[src/rtl/fpr_cdb_arbiter_pkg.sv]
// Shared types and default latencies for the FPR common data bus arbiter.
package fpr_cdb_arbiter_pkg;

  localparam int ROB_WIDTH = 6;
  localparam int CDB_DATA_W = 32;

  // Default execution-unit latencies, dispatch to result-valid.
  localparam int DEF_FADD_LAT  = 3;
  localparam int DEF_FMUL_LAT  = 2;
  localparam int DEF_FDIV_LAT  = 11;
  localparam int DEF_FSQRT_LAT = 15;
  localparam int DEF_DEPTH     = 16;

  // Owner of one future CDB cycle.
  typedef enum logic [2:0] {
    OWN_NONE  = 3'd0,
    OWN_FADD  = 3'd1,
    OWN_FMUL  = 3'd2,
    OWN_FDIV  = 3'd3,
    OWN_FSQRT = 3'd4
  } cdb_owner_t;

  typedef struct packed {
    logic                  valid;
    logic [ROB_WIDTH-1:0]  tag;
    logic [CDB_DATA_W-1:0] data;
  } cdb_t;

endpackage

[src/rtl/fpr_cdb_sched.sv]
// Slot schedule: own[k] names the unit that writes the CDB k cycles from now.
// Shifts one slot per cycle and accepts up to three reservations per cycle.
module fpr_cdb_sched
  import fpr_cdb_arbiter_pkg::*;
#(
  parameter int DEPTH = DEF_DEPTH,
  localparam int IDX_W = $clog2(DEPTH)
) (
  input  logic             clk,
  input  logic             reset,
  input  logic [2:0]       i_wr_en,
  input  logic [IDX_W-1:0] i_wr_idx [3],
  input  cdb_owner_t       i_wr_own [3],
  output cdb_owner_t       o_own    [DEPTH]
);

  cdb_owner_t r_own [DEPTH];

  // Advance the schedule by one slot, then record this cycle's grants.
  always_ff @(posedge clk) begin
    if (reset) begin
      for (int k = 0; k < DEPTH; k++) r_own[k] <= OWN_NONE;
    end else begin
      for (int k = 0; k < DEPTH - 1; k++) r_own[k] <= r_own[k+1];
      r_own[DEPTH-1] <= OWN_NONE;
      for (int w = 0; w < 3; w++) begin
        if (i_wr_en[w]) r_own[i_wr_idx[w]] <= i_wr_own[w];
      end
    end
  end

  assign o_own = r_own;

endmodule

[src/rtl/fpr_cdb_arbiter.sv]
// FPR CDB arbiter: grants FP unit dispatch only when the CDB slot at
// (now + unit latency) is free, then muxes the owning unit onto the CDB
// in that slot. Priority: fdiv/fsqrt, then fmul, then fadd.
module fpr_cdb_arbiter
  import fpr_cdb_arbiter_pkg::*;
#(
  parameter int FADD_LAT  = DEF_FADD_LAT,
  parameter int FMUL_LAT  = DEF_FMUL_LAT,
  parameter int FDIV_LAT  = DEF_FDIV_LAT,
  parameter int FSQRT_LAT = DEF_FSQRT_LAT,
  parameter int DEPTH     = DEF_DEPTH
) (
  input  logic clk,
  input  logic reset,
  input  logic i_fadd_req_valid,
  output logic o_fadd_req_ready,
  input  logic i_fmul_req_valid,
  output logic o_fmul_req_ready,
  input  logic i_fdiv_fsqrt_req_valid,
  output logic o_fdiv_fsqrt_req_ready,
  input  logic i_fdiv_fsqrt_req_is_fsqrt,
  input  cdb_t i_result_fadd,
  input  cdb_t i_result_fmul,
  input  cdb_t i_result_fdiv,
  input  cdb_t i_result_fsqrt,
  output cdb_t o_fpr_cdb
);

  localparam int IDX_W = $clog2(DEPTH);
  localparam logic [IDX_W-1:0] L_FADD  = IDX_W'(FADD_LAT);
  localparam logic [IDX_W-1:0] L_FMUL  = IDX_W'(FMUL_LAT);
  localparam logic [IDX_W-1:0] L_FDIV  = IDX_W'(FDIV_LAT);
  localparam logic [IDX_W-1:0] L_FSQRT = IDX_W'(FSQRT_LAT);
  localparam logic [IDX_W-1:0] ONE     = IDX_W'(1);

  cdb_owner_t       w_own    [DEPTH];
  logic [IDX_W-1:0] w_wr_idx [3];
  cdb_owner_t       w_wr_own [3];
  logic [2:0]       w_wr_en;
  logic [IDX_W-1:0] w_lat_ds;
  cdb_owner_t       w_own_ds;
  logic             w_rdy_ds;
  logic             w_rdy_fmul;
  logic             w_rdy_fadd;
  cdb_t             w_cdb;

  // Effective latency and owner code of the fdiv/fsqrt station.
  always_comb begin
    w_lat_ds = i_fdiv_fsqrt_req_is_fsqrt ? L_FSQRT : L_FDIV;
    w_own_ds = i_fdiv_fsqrt_req_is_fsqrt ? OWN_FSQRT : OWN_FDIV;
  end

  // Ready per requester, judged on the pre-shift schedule; lower priority
  // yields to a valid higher-priority requester aiming at the same slot.
  always_comb begin
    w_rdy_ds   = !reset && (w_own[w_lat_ds] == OWN_NONE);
    w_rdy_fmul = !reset && (w_own[L_FMUL] == OWN_NONE)
                 && !(i_fdiv_fsqrt_req_valid && (w_lat_ds == L_FMUL));
    w_rdy_fadd = !reset && (w_own[L_FADD] == OWN_NONE)
                 && !(i_fdiv_fsqrt_req_valid && (w_lat_ds == L_FADD))
                 && !(i_fmul_req_valid && (L_FMUL == L_FADD));
  end

  // Reservation writes land at L-1 because the schedule shifts in the same edge.
  always_comb begin
    w_wr_en[0]  = i_fdiv_fsqrt_req_valid && w_rdy_ds;
    w_wr_idx[0] = w_lat_ds - ONE;
    w_wr_own[0] = w_own_ds;
    w_wr_en[1]  = i_fmul_req_valid && w_rdy_fmul;
    w_wr_idx[1] = L_FMUL - ONE;
    w_wr_own[1] = OWN_FMUL;
    w_wr_en[2]  = i_fadd_req_valid && w_rdy_fadd;
    w_wr_idx[2] = L_FADD - ONE;
    w_wr_own[2] = OWN_FADD;
  end

  fpr_cdb_sched #(.DEPTH(DEPTH)) u_sched (
    .clk      (clk),
    .reset    (reset),
    .i_wr_en  (w_wr_en),
    .i_wr_idx (w_wr_idx),
    .i_wr_own (w_wr_own),
    .o_own    (w_own)
  );

  // Broadcast the current slot owner's result; unit valid bits are not trusted.
  always_comb begin
    case (w_own[0])
      OWN_FADD:  w_cdb = i_result_fadd;
      OWN_FMUL:  w_cdb = i_result_fmul;
      OWN_FDIV:  w_cdb = i_result_fdiv;
      OWN_FSQRT: w_cdb = i_result_fsqrt;
      default:   w_cdb = '0;
    endcase
    w_cdb.valid = !reset && (w_own[0] != OWN_NONE);
  end

  assign o_fadd_req_ready       = w_rdy_fadd;
  assign o_fmul_req_ready       = w_rdy_fmul;
  assign o_fdiv_fsqrt_req_ready = w_rdy_ds;
  assign o_fpr_cdb              = w_cdb;

endmodule

[config.mk]
export PLATFORM = sky130hd
export DESIGN_NAME = fpr_cdb_arbiter
export DESIGN_NICKNAME = d
export VERILOG_FILES = /design/src/rtl/fpr_cdb_arbiter_pkg.sv /design/src/rtl/fpr_cdb_sched.sv /design/src/rtl/fpr_cdb_arbiter.sv
export SDC_FILE = /design/constraint.sdc
export NUM_CORES = 1
export LEC_CHECK = 0
export ABC_AREA = 1
export BUFFER_PORTS_ARGS = -buffer_cell sky130_fd_sc_hd__buf_2
export CORE_UTILIZATION = 43
export CTS_CLUSTER_SIZE = 8
export DETAILED_ROUTE_END_ITERATION = 12
export MAX_ROUTING_LAYER = met4
export PLACE_DENSITY = 0.83
export SYNTH_ARGS = -nofsm -noshare
export SYNTH_HDL_FRONTEND = slang
export SYNTH_SLANG_ARGS = --single-unit
[constraint.sdc]
create_clock -name clk -period 1.2 [get_ports clk]
set_input_delay 0.12 -clock clk [delete_from_list [all_inputs] [get_ports clk]]
set_output_delay 0.12 -clock clk [all_outputs]
set_load 0.01 [all_outputs]
Word level (Yosys, flattened, before mapping). Index checks and enable logic that the tools add are counted.

Flip-flop bits (word level): 48. Output and inout port bits: 42. Bits of input ports: 162.

Order comparisons: 3. Equality and inequality tests: 6. Mux-type cells: 12. Reductions and logical operators: 20. Bitwise gates (word level): 2. $add $sub $neg: 1.

Operator list (count): $pmux W38 S4 (1); $bwmux W48 (1); $mux W48 (1); $mux W45 (1); $mux W40 (1); $mux W3 (5); $bmux W3 S4 (1); $demux W3 S4 (1); $logic_and A1 B1 Y1 (12); $ge A5 B5 Y1 const B (2); $not A4 Y5 (2); $logic_not A3 Y1 (3); $eq A4 B2 Y1 const B (2); $eq A3 B2 Y1 const B (2); $lt A5 B1 Y1 const B (1); $sub A4 B1 Y4 const B (1); $eq A3 B1 Y1 const B (1); $eq A3 B3 Y1 const B (1); $logic_not A1 Y1 (3); $reduce_bool A3 Y1 (1); $reduce_or A2 Y1 (1).

Logic depth before layout (Yosys ltp). Gate-level depths: netlist (run 1).

Depth in word-level cells: 11. Mapped depth: 8. Mapped depth without buffers: 5.

By module. Synthesis (run 1) repeated with hierarchy kept, for this count alone.

Cell total of the unflattened synthesis: 932. Area, all modules: 5170.0 um2.

Modules (own cells, without submodules): fpr_cdb_sched (sequential area each 960.9 um2, cells each 516, times used 1, area each 3066.7 um2); fpr_cdb_arbiter (sequential area each 0.0 um2, cells each 416, times used 1, area each 2103.3 um2).

Worst setup path before layout (run 1). No wires, ideal clock.

Path kind: reg2out. From: register u_sched.r_own, in the netlist u_sched.o_own[46]. To: output port o_fpr_cdb[27] in the netlist's numbering. Cell stages (with the launch flop): 9. Data required time: 1.080 ns. Arrival time: 1.008 ns. Path slack: 0.072 ns. Cell sequence: dfxtp_1 > buf_6 > nor2_8 > buf_6 > buf_8 > nand3_2 > nand2_1 > inv_1 > nand2_1.

RTL lines: start, declared (line fpr_cdb_sched.sv:17) `cdb_owner_t r_own [DEPTH];`; start signal, assigned by index (line fpr_cdb_sched.sv:27) `if (i_wr_en[w]) r_own[i_wr_idx[w]] <= i_wr_own[w];`; end, declared (line fpr_cdb_arbiter.sv:26) `output cdb_t o_fpr_cdb`.

==> results.toml, run 1 <==
[clocking]
cts_tree = "done"
clk_latency_ns = 0.28
clkTransAtPathRegs_ns = 0.06
cts_buffers = 5
cts.sinks = 33
root_buffer = "clkbuf_8"
holdBufCountCts = 0
cts_max_path_buffers = 2
ctsHtreeMaxLevel = 2

[synthesis]
syn_avg_cell_area_um2 = 5.91
yosys_warnings = 0
yosys.area.top_type_share_pct = 23.8
syn_area_um2 = 2990
ys_dominant_reg_cell = "dfxtp_1"
ys_types = 21
syn_nets = 668
synth.most_common_cell = "nand2_1"
syn_inst = 506
synth_edf_count = 0
synthTopCellsByArea = "nand4_1, dfxtp_1, nand2_1"
ys_ff_latch = 33
async_reset_ff_share_pct = 0
synth_top_cell_by_area = "nand4_1"
synth_commonest_cells = "nand2_1, nand4_1, inv_1"
ys_seq_area_share_pct = 22.1

[global_routing]
grt_pass1_vias = 3551
grt_max_degree = 35
grt_overflow = 0
grt_pass1_wl_um = 16300
grt_usage_pct = 28.6
antenna_found_initial = 0

[placement]
dp_hpwl_um = 7580
io_buffers = 199
gp_congestion = 0.935
dpl_cell_area_um2 = 4070

[worst_setup_path]
path_delay_family = "flip-flops"
cp.required_ns = 1.08
worstRegToRegCells = 4
cp_data_arrival_time_ns = 1.42
cp_num_buf_inv = 3
path_class = "reg -> out"
cp_slowest_stage_delay_ns = 0.40
critical_path.startpoint_type = "flop"
r2r_setup_slack_ns = 0.39
worstPathCellList = "nor2_8, buf_12, nand3_2, nand2_2, inv_1, nand2_1, buf_2"
cp-end-kind = "output port"
reg2reg_to = "u_sched.o_own[43]$_SDFF_PP0_"
critPathSlowestCell = "dfxtp_4"
cp.depth = 7
cp_max_fo = 21
timing.rr.start = "u_sched.o_own[41]$_SDFF_PP0_"

[layout]
fin_area_um2 = 4360
final_nets = 851
area_growth_pct = 45.8
seq_area_um2 = 673
layout-drive-gt1-share_pct = 37.5
fillers = 642
final_core_util_pct = 64.6
largest_reg_flops = 33
diodes = 0
multiInputGateArea_um2 = 1610

[sta]
finalCritPeriodShare_pct = 128
clock.fmax_mhz = 651
rsz0062_at_grt = "yes"
setup_viol = 39
hold_violations = 0
slew_violations = 0
finClkSkew_ns = 0.00216
fin_crit_ns = 1.54
worst_slack_ns = -0.337

[power_and_ir_drop]
cellPowerDensity_nw_per_um2 = 590
p_sw_share_pct = 25.2
p_int_mw = 1.93
p_comb_share_pct = 21.8
seqPwrFrac_pct = 43.5
p_leak_nw = 2.48
power_switching_mw = 0.650
p_clk_share_pct = 34.6
vdd_ir_drop_max_uv = 857

[routing]
wl_per_cell_um = 13.6
postRouteAntennaNets = 0
num_vias = 4038
drtIter0Drc = 225
drc = 0
wl_um = 10500
vias_per_cell = 5.24
drt_first_pass_iters = 5

[floorplan]
die_y_um = 85.4
die_x_um = 85.4
dieArea_um2 = 7290
rows = 30
ios = 204
initial_core_util_pct = 44.3
coreArea_um2 = 6760

[status]
outcome = "finished, violations left"
violations = "setup timing"

[job]
drv_cap = 0

[min_path]
hold_end = "u_sched.o_own[5]$_SDFF_PP0_"
hold_class = "in -> reg"
hp-start = "i_fdiv_fsqrt_req_valid"
hold_path_depth = 3
logic make-up (layout without fill, tap and decap cells):
family / count (synthesis) / in the layout / synth area share (%)
AO/OA/AOI/OAI: 4 / 4 / 0.711
flip-flops: 33 / 33 / 22.1
other: 1 / 1 / 0.125
AND/OR/NAND/NOR: 307 / 307 / 52.2
buffers and inverters: 161 / 345 / 24.9
routing by layer:
layer | up-vias | part of all wire (%) | wire length (um) | track usage (%)
li1 | 2003 | - | - | -
met1 | 1816 | 39 | 4050 | 33.1
met2 | 192 | 50 | 5260 | 49.1
met3 | 27 | 8.3 | 865 | 5.64
met4 | 0 | 2.8 | 290 | 10.3
met5 | - | 0 | 0 | -
worst reg2reg max path, delay by kind of cell (launching register included):
family                 cells  cell delay (ns)
AO/OA/AOI/OAI              1             0.12
buffers and inverters      1             0.13
AND/OR/NAND/NOR            2             0.17
flip-flops                 1             0.33
worst max-delay path by stage:
stage / start / endpoint / slack (ns)
floorplan: u_sched.o_own[46]$_SDFF_PP0_ / o_fpr_cdb[27] / 0.07
global route: u_sched.o_own[45]$_SDFF_PP0_ / o_fpr_cdb[3] / -0.40
CTS: u_sched.o_own[46]$_SDFF_PP0_ / o_fpr_cdb[7] / -0.32
finish: u_sched.o_own[46]$_SDFF_PP0_ / o_fpr_cdb[17] / -0.34
global placement: u_sched.o_own[46]$_SDFF_PP0_ / o_fpr_cdb[30] / -0.10
detailed placement: u_sched.o_own[46]$_SDFF_PP0_ / o_fpr_cdb[29] / -0.12
through the flow:
stage	TNS (ns)	power, mW	instances	setup WS (ns)	hold WS, ns
after floorplan	0	1.35	506	0.0716	0.246
after global placement	-2.05	1.68	758	-0.101	0.355
after detailed placement	-2.81	1.69	758	-0.119	0.357
after CTS	-11.27	2.60	769	-0.320	0.0599
after global routing	-14.41	2.70	770	-0.401	0.0805
final	-11.13	2.57	770	-0.337	0.0642
layout make-up:
type,instances,area share [%]
flip-flops and latches,33,15.4
well taps,80,2.29
clock buffers,7,2.21
clock inverters,1,0.115
repair buffers,226,33.1
multi-input cells,312,36.9
inverters,111,9.90
layout by cell type (no fill, tap or decap), types with 2 or more instances in the layout:
cell type | Yosys | routed
a21oi_1 | 3 | 2
buf_12 | 0 | 12
buf_16 | 0 | 2
buf_2 | 17 | 193
buf_4 | 15 | 9
buf_6 | 7 | 9
clkbuf_8 | 0 | 7
dfxtp_1 | 33 | 29
dfxtp_4 | 0 | 3
inv_1 | 108 | 108
nand2_1 | 116 | 114
nand2_2 | 0 | 2
nand3_1 | 30 | 28
nand3_2 | 10 | 12
nand4_1 | 114 | 114
nor2_1 | 33 | 33
what timing repair did:
action                     in CTS  in global routing
cloned                          2                  0
resized for setup              18                 11
buffers inserted                1                  1
setup endpoints to repair      39                 40
pin swaps                       0                  1
power by group through the flow:
stage / Combinational [mW] / Sequential, mW / Clock, mW
2_1_floorplan: 0.205 / 1.14 / 0
3_3_place_gp: 0.535 / 1.15 / 0
3_5_place_dp: 0.542 / 1.15 / 0
4_1_cts: 0.553 / 1.12 / 0.922
5_1_grt: 0.612 / 1.12 / 0.968
6_report: 0.562 / 1.12 / 0.891
Power figures use the tool's default switching activity.
==> run 2: changes to the inputs <==
- ABC_AREA: 1 -> not set
- CORE_UTILIZATION: 43 -> 40
- PLACE_DENSITY: 0.83 -> 0.81
==> run 2 against run 1 <==
Area after synthesis shrank 12%. Cell count shrank 30%. Via count shrank 28%. Synthesized cell count shrank 48%. The flow still finishes with violations (setup timing). Critical path type unchanged. Global-route usage shrank 3.5 points. Clock-buffer cell count shrank 2. Utilization grew 0.11 points. First-iteration DRC count shrank 40%. Largest cell class unchanged.
==> results.toml, run 2 <==
[status]
outcome = "finished, violations left"
violations = "setup timing"

[global_routing]
grt_pass1_wl_um = 13600
antenna_found_initial = 0
grt_pass1_vias = 2834
grt_max_degree = 34
grt_overflow = 0
grt_usage_pct = 25.1

[routing]
drtIter0Drc = 134
postRouteAntennaNets = 0
drt_first_pass_iters = 4
drc = 0
num_vias = 2922
wl_um = 9130
vias_per_cell = 5.39
wl_per_cell_um = 16.8

[sta]
holdWs_ns = 0.0801
slew_violations = 0
rsz0062_at_grt = "yes"
finalCritPeriodShare_pct = 135
finClkSkew_ns = 0.00384
fin_crit_ns = 1.62
finalSetupTns_ns = -14.04
setup_viol = 39
hold_violations = 0
clock.fmax_mhz = 619
worst_slack_ns = -0.416

[floorplan]
ios = 204
coreArea_um2 = 6350
die_y_um = 82.9
dieArea_um2 = 6870
rows = 29
initial_core_util_pct = 41.2
die_x_um = 82.9

[placement]
io_buffers = 199
gp_congestion = 0.877
dp_hpwl_um = 6350

[min_path]
hold_path_depth = 2
hold_class = "in -> reg"
hold_end = "u_sched.o_own[5]$_SDFF_PP0_"
hp-start = "i_fdiv_fsqrt_req_valid"

[clocking]
cts_tree = "done"
cts.sinks = 33
holdBufCountCts = 0
clk_latency_ns = 0.29
root_buffer = "clkbuf_8"
cts_max_path_buffers = 2
ctsHtreeMaxLevel = 2
clkTransAtPathRegs_ns = 0.07
cts_buffers = 5

[worst_setup_path]
timing.rr.start = "u_sched.o_own[39]$_SDFF_PP0_"
reg2reg_to = "u_sched.o_own[43]$_SDFF_PP0_"
path_class = "reg -> out"
r2r_setup_slack_ns = 0.27
worstRegToRegCells = 2
cp-end-kind = "output port"
critical_path.startpoint_type = "flop"
cp_max_fo = 22
cp.required_ns = 1.08
cp_data_arrival_time_ns = 1.50

[synthesis]
ys_types = 23
syn_avg_cell_area_um2 = 9.92
ys_ff_latch = 33
synth_top_cell_by_area = "dfxtp_1"
synthTopCellsByArea = "dfxtp_1, o221ai_2, nand4bb_1"
syn_inst = 264
synth_commonest_cells = "nand4bb_1, mux2i_1, nand2_1"
async_reset_ff_share_pct = 0
syn_nets = 426
yosys_warnings = 0
ys_dominant_reg_cell = "dfxtp_1"
syn_area_um2 = 2620
ys_seq_area_share_pct = 25.2
synth_edf_count = 0
synth.most_common_cell = "nand4bb_1"
yosys.area.top_type_share_pct = 25.2

[power_and_ir_drop]
vdd_ir_drop_max_uv = 812
p_leak_nw = 1.76
finalPower_mw = 2.70
cellPowerDensity_nw_per_um2 = 657

[layout]
final_cell_mix = "buf_2, nand4bb_1, nand2_1"
largest_reg_flops = 33
final_nets = 626
area_growth_pct = 56.8
layout_commonest_cell = "buf_2"
layout-drive-gt1-share_pct = 61.1
diodes = 0
fillers = 519

[job]
drv_cap = 0
## run 2: cell count changes in the layout (fill, tap and decap cells not counted), sizes merged, moves of 27 or more
cell     previous run  this run
nand4             114         0
inv               110         3
nand2             116        37
nand3              40         0
nand4bb             0        39
mux2i               0        38
o221ai              0        37
nor2               34         3
nor2b               0        27
## run 2: critical path, cell delays in order, from the launching register on
cell      delay (ns)
dfxtp_4         0.42
buf_16          0.21
mux2i_2         0.27
o221ai_2        0.14
buf_2           0.15
## run 2: area by class of cell
| class | count | area [um^2] | share of cell area, % |
|---|---|---|---|
| clock buffers | 5 | 68.8 | 1.68 |
| multi-input cells | 196 | 1840 | 44.7 |
| repair buffers | 225 | 1410 | 34.3 |
| well taps | 77 | 96.3 | 2.35 |
| flip-flops and latches | 33 | 667 | 16.2 |
| inverters | 3 | 11.3 | 0.274 |
| clock inverters | 3 | 17.5 | 0.427 |
## run 2: timing repair
item                                    CTS  global route
pin swaps                                 1             0
gates cloned                              3             5
endpoints found under the setup margin   39            39
endpoints found under the hold margin     0             0
buffers inserted                          1             0
gates resized for setup                  14            13
## run 2: kinds of logic after synthesis
logic type / count (synthesis) / share of synthesized area [%]
other cells: 1 / 0.143
mux: 38 / 14.5
buf+inv: 35 / 8.03
flops: 33 / 25.2
compound gates: 42 / 20.8
simple gates: 115 / 31.3
## run 2: worst max-delay path by stage
stage | depth (start not counted) | endpoint | start | slack (ns)
after global routing | 4 | o_fpr_cdb[4] | u_sched.o_own[45]$_SDFF_PP0_ | -0.48
final | 4 | o_fpr_cdb[16] | u_sched.o_own[45]$_SDFF_PP0_ | -0.42
after CTS | 4 | o_fpr_cdb[16] | u_sched.o_own[45]$_SDFF_PP0_ | -0.39
after floorplan | 5 | o_fpr_cdb[10] | u_sched.o_own[45]$_SDFF_PP0_ | 0.004
after detailed placement | 4 | o_fpr_cdb[17] | u_sched.o_own[45]$_SDFF_PP0_ | -0.11
after global placement | 4 | o_fpr_cdb[18] | u_sched.o_own[45]$_SDFF_PP0_ | -0.11
## run 2: per-layer routing
| layer | share of wire [%] | routed length (um) | GRT usage, % | vias up |
|---|---|---|---|---|
| met2 | 52 | 4740 | 45.0 | 125 |
| met5 | 0 | 0 | - | - |
| met3 | 5.2 | 473 | 3.58 | 31 |
| met4 | 3.0 | 272 | 8.31 | 0 |
| met1 | 40 | 3640 | 28.7 | 1359 |
| li1 | - | - | - | 1407 |
## run 2: through the flow
stage	instance area [um^2]	utilization [%]	setup WS, ns	std cells
2_1_floorplan	2620	-	0.00361	264
3_3_place_gp	3710	58.4	-0.105	525
3_5_place_dp	3710	58.4	-0.113	525
4_1_cts	3940	62.1	-0.393	537
5_1_grt	4110	64.7	-0.476	542
6_report	4110	64.7	-0.416	542
## run 2: report_power, final
group | switching (mW) | internal (mW) | total [mW] | leakage (nW)
logic | 0.342 | 0.432 | 0.775 | 1.45
clock network | 0.399 | 0.399 | 0.798 | 0.0439
registers | 0.00854 | 1.11 | 1.12 | 0.270
total | 0.750 | 1.95 | 2.70 | 1.76
